--- src/rtl/aidc_lite_apb_cfg_if.sv ---
// -----------------------------------------------------------------------------
// aidc_lite_apb_cfg_if
// APB3 bus bundle between the system APB master and the AIDC-Lite config block.
//   psel/penable/paddr/pwrite/pwdata : master -> completer
//   pready/prdata/pslverr            : completer -> master
// The master modport is the requester side; the slave modport is the completer.
// -----------------------------------------------------------------------------
interface aidc_lite_apb_cfg_if #(
    parameter int PADDR_W = 32
) ();
    logic               psel;
    logic               penable;
    logic [PADDR_W-1:0] paddr;
    logic               pwrite;
    logic [31:0]        pwdata;
    logic               pready;
    logic [31:0]        prdata;
    logic               pslverr;

    modport master (
        output psel, penable, paddr, pwrite, pwdata,
        input  pready, prdata, pslverr
    );

    modport slave (
        input  psel, penable, paddr, pwrite, pwdata,
        output pready, prdata, pslverr
    );
endinterface

--- src/rtl/aidc_lite_apb_cfg.sv ---
// -----------------------------------------------------------------------------
// aidc_lite_apb_cfg
// APB3 completer holding the control/status registers of one AIDC-Lite DMA
// engine. Software programs SRC/DST/LEN, kicks the engine through CMD and
// polls STATUS (busy/done); done also drives a level interrupt.
//
// Ports
//   clk          clock
//   rst          synchronous active-high reset
//   apb          APB3 completer side (psel/penable/paddr/pwrite/pwdata in,
//                pready/prdata/pslverr out)
//   o_src_addr   engine source address (SRC)
//   o_dst_addr   engine destination address (DST)
//   o_len        engine byte length (LEN)
//   o_start      one-cycle start pulse, the cycle after the CMD write commits
//   i_done_in    one-cycle completion pulse from the engine
//   o_irq        level interrupt, equal to STATUS.done
//
// Register map (offset = paddr[4:0], paddr[PADDR_W-1:5] must be zero)
//   0x00 SRC  RW   0x04 DST RW   0x08 LEN RW   (bits [1:0] forced to 0)
//   0x0C CMD  WO   bit0=1 starts the engine, reads 0
//   0x10 STATUS {30'b0, busy, done}, write bit0=1 clears done
// -----------------------------------------------------------------------------
module aidc_lite_apb_cfg #(
    parameter int PADDR_W     = 32,
    parameter int WAIT_STATES = 0
) (
    input  logic                 clk,
    input  logic                 rst,
    aidc_lite_apb_cfg_if.slave   apb,
    output logic [31:0]          o_src_addr,
    output logic [31:0]          o_dst_addr,
    output logic [31:0]          o_len,
    output logic                 o_start,
    input  logic                 i_done_in,
    output logic                 o_irq
);
    localparam logic [2:0] LP_WS = 3'(WAIT_STATES);

    typedef enum logic [1:0] {
        ST_IDLE = 2'd0,
        ST_BUSY = 2'd1,
        ST_DONE = 2'd2
    } state_t;

    state_t      r_state;
    logic [2:0]  r_wcnt;
    logic        r_setup_seen;
    logic [31:0] r_src;
    logic [31:0] r_dst;
    logic [31:0] r_len;
    logic        r_start;
    logic        r_irq;

    logic        w_setup;
    logic        w_access;
    logic        w_ready;
    logic [2:0]  w_off;
    logic        w_unmapped;
    logic        w_busy;
    logic        w_done;
    logic        w_cmd_go;
    logic        w_err;
    logic        w_commit;
    logic        w_go;
    logic        w_w1c;
    logic [31:0] w_rdata;

    // An access phase only counts if its setup phase was seen after reset;
    // this is what aborts a transfer that was in flight when reset hit.
    assign w_setup  = apb.psel & ~apb.penable;
    assign w_access = apb.psel & apb.penable & r_setup_seen;
    assign w_ready  = w_access & (r_wcnt == LP_WS) & ~rst;

    assign w_off      = apb.paddr[4:2];
    assign w_unmapped = (|apb.paddr[PADDR_W-1:5]) | (w_off > 3'd4);
    assign w_busy     = (r_state == ST_BUSY);
    assign w_done     = (r_state == ST_DONE);

    assign w_cmd_go = apb.pwrite & (w_off == 3'd3) & apb.pwdata[0];

    // STATUS writes stay legal while BUSY; every other write is rejected.
    assign w_err = w_unmapped
                 | (apb.pwrite & w_busy & (w_off != 3'd4))
                 | (w_cmd_go & (r_len == '0));

    assign w_commit = w_ready & apb.pwrite & ~w_err;
    assign w_go     = w_commit & w_cmd_go;
    assign w_w1c    = w_commit & (w_off == 3'd4) & apb.pwdata[0];

    always_comb begin
        w_rdata = '0;
        if (w_ready && !w_err && !apb.pwrite) begin
            case (w_off)
                3'd0:    w_rdata = r_src;
                3'd1:    w_rdata = r_dst;
                3'd2:    w_rdata = r_len;
                3'd4:    w_rdata = {30'b0, w_busy, w_done};
                default: w_rdata = '0;
            endcase
        end
    end

    assign apb.pready  = w_ready;
    assign apb.pslverr = w_ready & w_err;
    assign apb.prdata  = w_rdata;

    // Wait-state counter and setup tracking.
    always_ff @(posedge clk) begin
        if (rst) begin
            r_wcnt       <= '0;
            r_setup_seen <= 1'b0;
        end else begin
            if (w_access && (r_wcnt != LP_WS)) begin
                r_wcnt <= r_wcnt + 3'd1;
            end else begin
                r_wcnt <= '0;
            end

            if (w_setup) begin
                r_setup_seen <= 1'b1;
            end else if (w_ready || !apb.psel) begin
                r_setup_seen <= 1'b0;
            end
        end
    end

    // Register file and engine FSM with registered start/irq.
    always_ff @(posedge clk) begin
        if (rst) begin
            r_state <= ST_IDLE;
            r_src   <= '0;
            r_dst   <= '0;
            r_len   <= '0;
            r_start <= 1'b0;
            r_irq   <= 1'b0;
        end else begin
            r_start <= w_go;

            if (w_commit && (w_off == 3'd0)) r_src <= {apb.pwdata[31:2], 2'b00};
            if (w_commit && (w_off == 3'd1)) r_dst <= {apb.pwdata[31:2], 2'b00};
            if (w_commit && (w_off == 3'd2)) r_len <= {apb.pwdata[31:2], 2'b00};

            case (r_state)
                ST_IDLE: begin
                    if (w_go) begin
                        r_state <= ST_BUSY;
                        r_irq   <= 1'b0;
                    end
                end
                ST_BUSY: begin
                    // Any CMD write here has already been turned into an error.
                    if (i_done_in) begin
                        r_state <= ST_DONE;
                        r_irq   <= 1'b1;
                    end
                end
                ST_DONE: begin
                    if (w_go) begin
                        r_state <= ST_BUSY;
                        r_irq   <= 1'b0;
                    end else if (w_w1c) begin
                        r_state <= ST_IDLE;
                        r_irq   <= 1'b0;
                    end
                end
                default: begin
                    r_state <= ST_IDLE;
                    r_irq   <= 1'b0;
                end
            endcase
        end
    end

    assign o_src_addr = r_src;
    assign o_dst_addr = r_dst;
    assign o_len      = r_len;
    assign o_start    = r_start;
    assign o_irq      = r_irq;
endmodule

--- src/flat_wrapper.sv ---
// flat-port wrapper written by rule: the top's interface ports become plain ports
module aidc_lite_apb_cfg_flat 
#(
    parameter int PADDR_W     = 32,
    parameter int WAIT_STATES = 0
)
  (clk, rst, o_src_addr, o_dst_addr, o_len, o_start, i_done_in, o_irq, apb_psel, apb_penable, apb_paddr, apb_pwrite, apb_pwdata, apb_pready, apb_prdata, apb_pslverr);
  aidc_lite_apb_cfg_if #(.PADDR_W(PADDR_W)) apb_i ();
  input  logic clk;
  input  logic rst;
  output logic [31:0] o_src_addr;
  output logic [31:0] o_dst_addr;
  output logic [31:0] o_len;
  output logic o_start;
  input  logic i_done_in;
  output logic o_irq;
  input wire logic [$bits(apb_i.psel)-1:0] apb_psel;
  input wire logic [$bits(apb_i.penable)-1:0] apb_penable;
  input wire logic [$bits(apb_i.paddr)-1:0] apb_paddr;
  input wire logic [$bits(apb_i.pwrite)-1:0] apb_pwrite;
  input wire logic [$bits(apb_i.pwdata)-1:0] apb_pwdata;
  output wire logic [$bits(apb_i.pready)-1:0] apb_pready;
  output wire logic [$bits(apb_i.prdata)-1:0] apb_prdata;
  output wire logic [$bits(apb_i.pslverr)-1:0] apb_pslverr;
  assign apb_i.psel = apb_psel;
  assign apb_i.penable = apb_penable;
  assign apb_i.paddr = apb_paddr;
  assign apb_i.pwrite = apb_pwrite;
  assign apb_i.pwdata = apb_pwdata;
  assign apb_pready = apb_i.pready;
  assign apb_prdata = apb_i.prdata;
  assign apb_pslverr = apb_i.pslverr;
  aidc_lite_apb_cfg #(.PADDR_W(PADDR_W), .WAIT_STATES(WAIT_STATES)) u_core (.clk(clk), .rst(rst), .apb(apb_i), .o_src_addr(o_src_addr), .o_dst_addr(o_dst_addr), .o_len(o_len), .o_start(o_start), .i_done_in(i_done_in), .o_irq(o_irq));
endmodule
--- config.mk ---
export PLATFORM = sky130hd
export DESIGN_NAME = aidc_lite_apb_cfg_flat
export DESIGN_NICKNAME = d
export VERILOG_FILES = /design/src/rtl/aidc_lite_apb_cfg_if.sv /design/src/rtl/aidc_lite_apb_cfg.sv /design/src/flat_wrapper.sv
export SDC_FILE = /design/constraint.sdc
export NUM_CORES = 1
export LEC_CHECK = 0
export CORE_ASPECT_RATIO = 1.5
export CORE_MARGIN = 5
export CORE_UTILIZATION = 42
export DETAILED_ROUTE_END_ITERATION = 6
export PLACE_DENSITY = 0.8
export SETUP_SLACK_MARGIN = 0.05
export SYNTH_ARGS = -nofsm -noshare
export SYNTH_HDL_FRONTEND = slang
export SYNTH_SLANG_ARGS = --single-unit
--- constraint.sdc ---
create_clock -name clk -period 4.4 [get_ports clk]
set_input_delay 1.1 -clock clk [delete_from_list [all_inputs] [get_ports clk]]
set_output_delay 1.1 -clock clk [all_outputs]
set_load 0.02 [all_outputs]
# Yosys cells after proc, flatten, opt, wreduce, memory -nomap -nowiden
# Cells that the tools add are included.
# totals
romBits,0
latch_bits,0
ramBits,0
inputBits,70
out_inout_bits,132
n_memories,0
regBits,98
# op_classes
addsub,1
mux,14
mul,0
shifts,0
n_eq_ne,10
div,0
n_lt_le_gt_ge,1
bitwise,23
reduce_logical,19
# op_table
operator,n
32-bit case mux with 4 select lines,1
32-bit logical NOT,1
32-bit two-way mux,1
27-bit OR reduction,1
1-bit AND,16
2-bit two-way mux,4
3-bit by 2-bit == test with 1-bit output (second input constant),2
1-bit logical AND,6
3-bit logical NOT,2
1-bit two-way mux,6
3-bit inequality test (second input constant),2
2-bit case mux with 3 select lines,1
1-bit inverter,4
3-bit by 1-bit adder with 3-bit output (second input constant),1
3-bit by 1-bit == test with 1-bit output (second input constant),1
3-bit == test (second input constant),1
3-bit > comparator (second input constant),1
1-bit logical NOT,3
1-bit OR,3
1-bit case mux with 3 select lines,1
3-bit AND reduction,1
3-bit nonzero test,1
2-bit by 1-bit == test with 1-bit output (second input constant),1
2-bit == test (second input constant),1
other kinds (6),6

# Depth between registers and ports, before layout
# Gate-level depths: netlist of run 1.
# depth
ltp_word,12
depth_mapped,9

# Worst setup path before layout of run 1
# OpenSTA, ideal clock, no wires.
# synth_path
kind,input -> output
from,input port apb_paddr[3]
to,output port apb_prdata[10]
path_stages,8
setup_slack_ps,405
t_arrival_ps,2895
cell_sequence,buf_2 or3b_4 and3_1 buf_6 nor4_2 nand2_1 clkbuf_1 nor2_1
# synth_between
elab_chain_cells,9
# synth_lines
element,line_no,source
start: declaration,flat_wrapper.sv:19,input wire logic [$bits(apb_i.paddr)-1:0] apb_paddr;
branches (longest 8 deep; another with 3-bit > comparator),-,
32-bit two-way mux (*),aidc_lite_apb_cfg.sv:93,if (w_ready && !w_err && !apb.pwrite) begin
end: declaration,flat_wrapper.sv:23,output wire logic [$bits(apb_i.prdata)-1:0] apb_prdata;
# Every way passes the cells marked *.

# Worst setup path in the final report of run 1
# layout_path
from,input port apb_paddr[5]
to,output port apb_pslverr
# layout_between
elab_chain_cells,5
# layout_lines
element,line_no,source
27-bit OR reduction,aidc_lite_apb_cfg.sv:76,assign w_unmapped = (|apb.paddr[PADDR_W-1:5]) | (w_off > 3'd4);
1-bit OR,aidc_lite_apb_cfg.sv:76,
1-bit OR,aidc_lite_apb_cfg.sv:84,| (apb.pwrite & w_busy & (w_off != 3'd4))
1-bit OR,aidc_lite_apb_cfg.sv:85,| (w_cmd_go & (r_len == '0));
1-bit AND,aidc_lite_apb_cfg.sv:105,assign apb.pslverr = w_ready & w_err;
end: declaration,flat_wrapper.sv:24,output wire logic [$bits(apb_i.pslverr)-1:0] apb_pslverr;
# Every way passes these cells.

==> metrics.md, run 1 <==
| Metric | Value |
|---|---|
| Outcome | `finished clean` |
| Dpl cell area | `6720 um2` |
| Row count | `47` |
| Final core occ | `63.3%` |
| Clock Root Buffer | `clkbuf_16` |
| FF-to-FF path depth | `7` |
| Die Area | `13200 um2` |
| Syn avg cell area | `8.86 um2` |
| Global-route wire length before repair | `23700 um` |
| Routed vias/inst | `5.28` |
| DRT Wirelength | `15500 um` |
| Crit Path Max Fanout | `4` |
| Dpl cells | `848` |
| Total CTS buffers | `9` |
| Overall Global Routing Usage | `22.7%` |
| Hold path endpoint | `u_core.r_wcnt[0]` |
| Synthesis-stage register bit count | `98` |
| RSZ-0062 raised after global routing | `true` |
| CTS clk-pin slew, worst paths | `0.06 ns` |
| CTS tree | `done` |
| Top delay family on crit path | `simple AND/OR/NAND/NOR gates` |
| R2R Setup Slk | `1.91 ns` |
| Ranking of synthesized cells by area | `dfxtp_1 (42%), mux2i_1 (26%), nor2_1 (13%)` |
| Worst IR drop on VDD | `0.000242 V` |
| Vias in the first global route | `4648` |
| F_max | `0.233 GHz` |
| Pwr/cell area | `270 nW/um2` |
| Most frequent cells in the layout | `nor2_1 (161), clkdlybuf4s50_1 (157), mux2i_1 (120), dfxtp_1 (98), a21oi_1 (32)` |
| Initial antenna violation count | `0` |
| Fillers | `952` |
| Tmin final | `4.29 ns` |
| DRT Pass-1 Iters | `4` |
| CP bufs+invs | `3` |
| Hold depth | `1` |
| Global route overflow | `0` |
| Critical Path Start Type | `input pin` |
| Initial core utilization | `42.2%` |
| Largest net degree at the start of global routing | `95` |
| Kind of critical path | `input pin to output port` |
| Worst Tran Pin Value | `0.965 ns` |
| Final Cell Area | `6920 um2` |
| 1st-iter DRT viols | `181` |
| Max Cap Viol | `0` |
| FF/Latch Area | `1960 um2` |
| Most common cell after layout, fill and taps aside | `nor2_1` |
| Post-DP HPWL | `11100 um` |
| Placer Congestion | `0.861` |
| Yosys warns | `0` |
| Endpoint class of the critical path | `output port` |
| Worst Path Required | `3.30 ns` |
| P&R area growth vs syn | `49.9%` |
| Hold slack | `0.456 ns` |
| N_diodes | `0` |
| Wire length per cell | `18.0 um` |
| Final hold vios | `0` |
| I/O pins | `202` |
| Clk_lat worst skew | `0.34 ns` |
| R2R Path Start | `u_core.r_wcnt[0]` |
| Clk buf depth | `2` |
| Hold Crit Class | `flop to flop` |
| Yosys top cell by area | `dfxtp_1` |
| Relative slew slack | `35.7%` |
| Final cell count without fillers | `863` |
| Vias | `4553` |
| Post-synthesis sequential area ratio | `42.5%` |
| Die height | `138 um` |
| Area of the multi-input gates | `2460 um2` |
| Nets | `784` |
| Synth Instances | `521` |
| Worst path slowest cell | `clkdlybuf4s50_1` |
| Setup bufs post-CTS | `0` |
| Unique masters post-synth | `37` |
| Slew Limit Fails | `0` |
| I/O Buffers | `192` |
| Clock tree sinks | `98` |
| Core Box Area | `10900 um2` |
| Residual DRC | `0` |
| Yosys top cell area share | `42.5%` |
| Layout cells sized above 1 | `10.9%` |
| DRT antenna net count | `0` |
| Worst path max stage delay | `0.41 ns` |
| Critical-path cell list | `clkdlybuf4s50_1 > nor4_1 > nand4_1 > buf_4 > or3_1 > nor2_1 > nor2_1 > dlygate4sd2_1` |
| Crit path DAT | `3.19 ns` |
| Most frequent cell on the critical path | `nor2_1` |
| Min-delay src | `u_core.r_wcnt[0]` |
| Die Span X | `95.6 um` |
| Htree depth | `3` |
| RR Endpoint | `u_core.o_src_addr[4]` |
| Mapped Area | `4620 um2` |
| Final setup fails | `0` |
| Leakage | `0.00276 uW` |
| Final Skew | `0.00964 ns` |
| Total power | `1870 uW` |
| Final worst path period share | `97.5%` |
## synthesized netlist by cell type
library cell  number
a31oi_1            1
buf_2              7
buf_1              3
clkbuf_1          19
buf_4              6
dfxtp_1           98
nand2b_1           5
inv_1              5
xnor2_1            1
and4_1             1
a221oi_1           1
and3_1             2
a211o_1            1
nor2_1           161
mux2i_1          120
conb_1             1
nand3b_1           2
nand4_1            5
ha_1               2
or3b_4             1
buf_6              6
or2_1              1
nor4_1            14
o22ai_1            1
o21ai_0            3
nor4bb_1           1
nor4b_2            2
nor4_2             1
nor2b_1            4
a21oi_1           32
nand2_1            6
or2_2              2
or4_1              1
or3_1              1
o31ai_1            1
nor3_1             2
or4_4              1
## metal layers
layer  up-vias  part of all wire, %  GRT usage [%]
li1       2154                    -              -
met1      2199                   37           23.7
met2       175                   53           42.1
met3        25                  7.0           4.89
met4         0                  2.7           9.75
met5         -                    0              0
## per-stage QoR
stage                     setup TNS [ns]  setup WS (ns)
after floorplan                        0          0.405
after detailed placement           -7.35         -0.291
final                                  0          0.110
after global routing                   0         0.0418
after global placement             -7.12         -0.266
after CTS                              0         0.0429
## logic make-up after synthesis
family,count (synthesis),share of synthesized area [%]
simple gates,213,20.7
mux,120,26.0
flops,98,42.5
buf+inv,46,5.39
compound gates,40,4.61
fa+ha+maj,2,0.542
other cells,1,0.0812
xor+xnor,1,0.190
## flip-flops by register name, indices dropped and copies added (netlist names)
name                 flops
u_core.o_dst_addr       30
u_core.o_irq             1
u_core.o_len            30
u_core.o_src_addr       30
u_core.o_start           1
u_core.r_setup_seen      1
u_core.r_state           2
u_core.r_wcnt            3
## where the power goes
group,switching [uW],total (uW),internal (uW)
clock,321,848,527
sequential,0.184,887,887
combinational,64.2,134,69.4
total,386,1870,1480
## worst max-delay path by stage
stage                 startpoint  cells after the start  slack (ns)             end
global route        apb_paddr[9]                      8        0.04     apb_pslverr
floorplan           apb_paddr[3]                      8        0.41  apb_prdata[10]
CTS                 apb_paddr[5]                      8        0.04  apb_prdata[26]
detailed placement  apb_paddr[5]                      8       -0.29  apb_prdata[26]
finish              apb_paddr[5]                      8        0.11     apb_pslverr
global placement    apb_paddr[2]                      8       -0.27  apb_prdata[31]
## timing repair
action                                  in CTS  in global routing
gates resized for setup                     78                 34
pin swaps                                    2                  2
endpoints found under the setup margin      33                 30
hold buffers                                 0                  0
cloned                                       0                  0
## cell type report
cell class	instances	area share [%]
tap	147	2.66
clock inverter	2	0.868
sequential	98	28.3
multi-input combinational	382	35.5
inverter	5	0.271
timing repair buffer	216	28.6
clock buffer	13	3.76
Power figures use the tool's default switching activity.
==> run 2: changes to the inputs <==
Settings changed: SLEW_MARGIN from default to 25.
==> results of run 2 <==
Final layout, timing and power as in run 1 (identical DEF).
==> run 3: changes to the inputs <==
Settings changed: CELL_PAD_IN_SITES_DETAIL_PLACEMENT from default to 1, CELL_PAD_IN_SITES_GLOBAL_PLACEMENT from default to 2, CORE_UTILIZATION 42 to 24, PLACE_DENSITY 0.8 to default, PLACE_DENSITY_LB_ADDON from default to 0.1, SLEW_MARGIN 25 to default.
==> metrics.md, run 3 (synthesis gave the netlist of run 1 again) <==
| Metric | Value |
|---|---|
| Leakage | `0.00280 uW` |
| Crit path DAT | `3.15 ns` |
| Kind of critical path | `input pin to output port` |
| Max Cap Viol | `0` |
| Final setup fails | `0` |
| 1st-iter DRT viols | `139` |
| Switching Power | `432 uW` |
| Overall Global Routing Usage | `16.6%` |
| Min-delay src | `u_core.r_wcnt[0]` |
| Pwr/cell area | `274 nW/um2` |
| Initial core utilization | `24.2%` |
| Critical Path Start Type | `input pin` |
| Global-route wire length before repair | `28300 um` |
| Htree depth | `3` |
| Wire length per cell | `18.7 um` |
| Total power | `1950 uW` |
| Dpl cell area | `6890 um2` |
| Tmin final | `4.25 ns` |
| Final hold vios | `0` |
| Sum of negative setup slack | `0 ns` |
| CTS tree | `done` |
| CTS Hold Bufs | `0` |
| Most frequent cells in the layout | `nor2_1 (161), clkdlybuf4s50_1 (156), mux2i_1 (120), dfxtp_1 (98), a21oi_1 (32)` |
| Nets | `788` |
| DRT Pass-1 Iters | `4` |
| Slew Limit Fails | `0` |
| Clock Root Buffer | `clkbuf_16` |
| Routed vias/inst | `4.53` |
| I/O pins | `202` |
| DRT Wirelength | `18200 um` |
| Worst Path Required | `3.30 ns` |
| Outcome | `finished clean` |
| Global route overflow | `0` |
| Residual DRC | `0` |
| Die Span X | `123 um` |
| I/O Buffers | `192` |
| Sw Share | `22.2%` |
| Crit Path Max Fanout | `4` |
| P&R area growth vs syn | `53.9%` |
| Largest net degree at the start of global routing | `95` |
| Clock tree sinks | `98` |
| R2R Path Start | `u_core.r_wcnt[0]` |
| DRT antenna net count | `0` |
| Initial antenna violation count | `0` |
| Part of the power in combinational logic | `7.3%` |
| Die Area | `22200 um2` |
| CTS clk-pin slew, worst paths | `0.07 ns` |
| Worst Tran Pin Value | `1.09 ns` |
| Crit. Startpoint | `apb_paddr[4]` |
| Row count | `62` |
| Placer Congestion | `0.718` |
| Core Box Area | `19100 um2` |
| Dpl ws | `-0.372 ns` |
| Relative slew slack | `27.1%` |
| Clk_lat worst skew | `0.35 ns` |
| N_diodes | `0` |
| Worst IR drop on VDD | `0.000203 V` |
| Internal Power | `1520 uW` |
| Vias in the first global route | `4915` |
| Hold Crit Class | `flop to flop` |
| Final Skew | `0.00877 ns` |
| Post-DP HPWL | `13100 um` |
| Endpoint class of the critical path | `output port` |
| Fillers | `2276` |
| Vias | `4418` |
| F_max | `0.235 GHz` |
| Final worst path period share | `96.6%` |
| Die height | `180 um` |
| RSZ-0062 raised after global routing | `false` |
| Final worst slack | `0.150 ns` |
| Final Cell Area | `7110 um2` |
| Flop pwr share | `45.5%` |
| Most common cell after layout, fill and taps aside | `nor2_1` |
| Clk buf depth | `2` |
| Layout cells sized above 1 | `12.2%` |
| Total CTS buffers | `9` |
| Clock Power Share | `47.2%` |
## run 3: power groups by stage
stage | Clock [uW] | Combinational (uW) | Sequential [uW]
2_1_floorplan | 0 | 49.9 | 907
3_3_place_gp | 0 | 141 | 907
3_5_place_dp | 0 | 144 | 907
4_1_cts | 955 | 145 | 886
5_1_grt | 988 | 153 | 886
6_report | 920 | 142 | 887
## run 3: worst max-delay path: stages
cell	delay, ns
clkdlybuf4s50_1	0.48
or3b_4	0.38
and3_1	0.22
nor4_4	0.29
buf_4	0.19
and3_1	0.16
dlygate4sd2_1	0.33
## run 3: layout make-up
| cell class | count | area [um2] | area share, % |
|---|---|---|---|
| Multi-Input combinational cell | 382 | 2470 | 34.7 |
| Timing Repair Buffer | 220 | 2000 | 28.1 |
| Sequential cell | 98 | 1960 | 27.6 |
| Tap cell | 256 | 320 | 4.51 |
| Clock buffer | 9 | 225 | 3.17 |
| Clock inverter | 6 | 115 | 1.62 |
| Inverter | 5 | 18.8 | 0.264 |
## run 3: metrics by stage
step / hold slack [ns] / std cells / utilization (%)
3_5_place_dp: 0.451 / 959 / 36.1
4_1_cts: 0.461 / 976 / 38.2
6_report: 0.451 / 976 / 37.2
2_1_floorplan: 0.417 / 526 / -
5_1_grt: 0.468 / 976 / 37.2
3_3_place_gp: 0.429 / 959 / 36.1
## run 3: path summary, 6_finish.rpt
path	endpoint	slack (ns)	depth (start not counted)
hold / removal	u_core.r_wcnt[0]	0.45	1
setup / recovery	apb_prdata[1]	0.15	7
setup reg to reg	u_core.o_src_addr[17]	1.91	7
hold reg to reg	u_core.r_wcnt[0]	0.45	1
## run 3: metal layers
layer,track usage [%],share of wire (%),wire length (um)
met5,0,0,0
met4,5.14,1.3,235
met3,3.99,6.0,1100
met2,30.3,53,9610
met1,18.4,40,7290
## run 3: timing repair
item / CTS / global route
hold endpoints to repair: 0 / 0
resized for setup: 90 / 36
setup endpoints to repair: 33 / 33
pin swaps: 2 / 3
setup buffers: 2 / 0
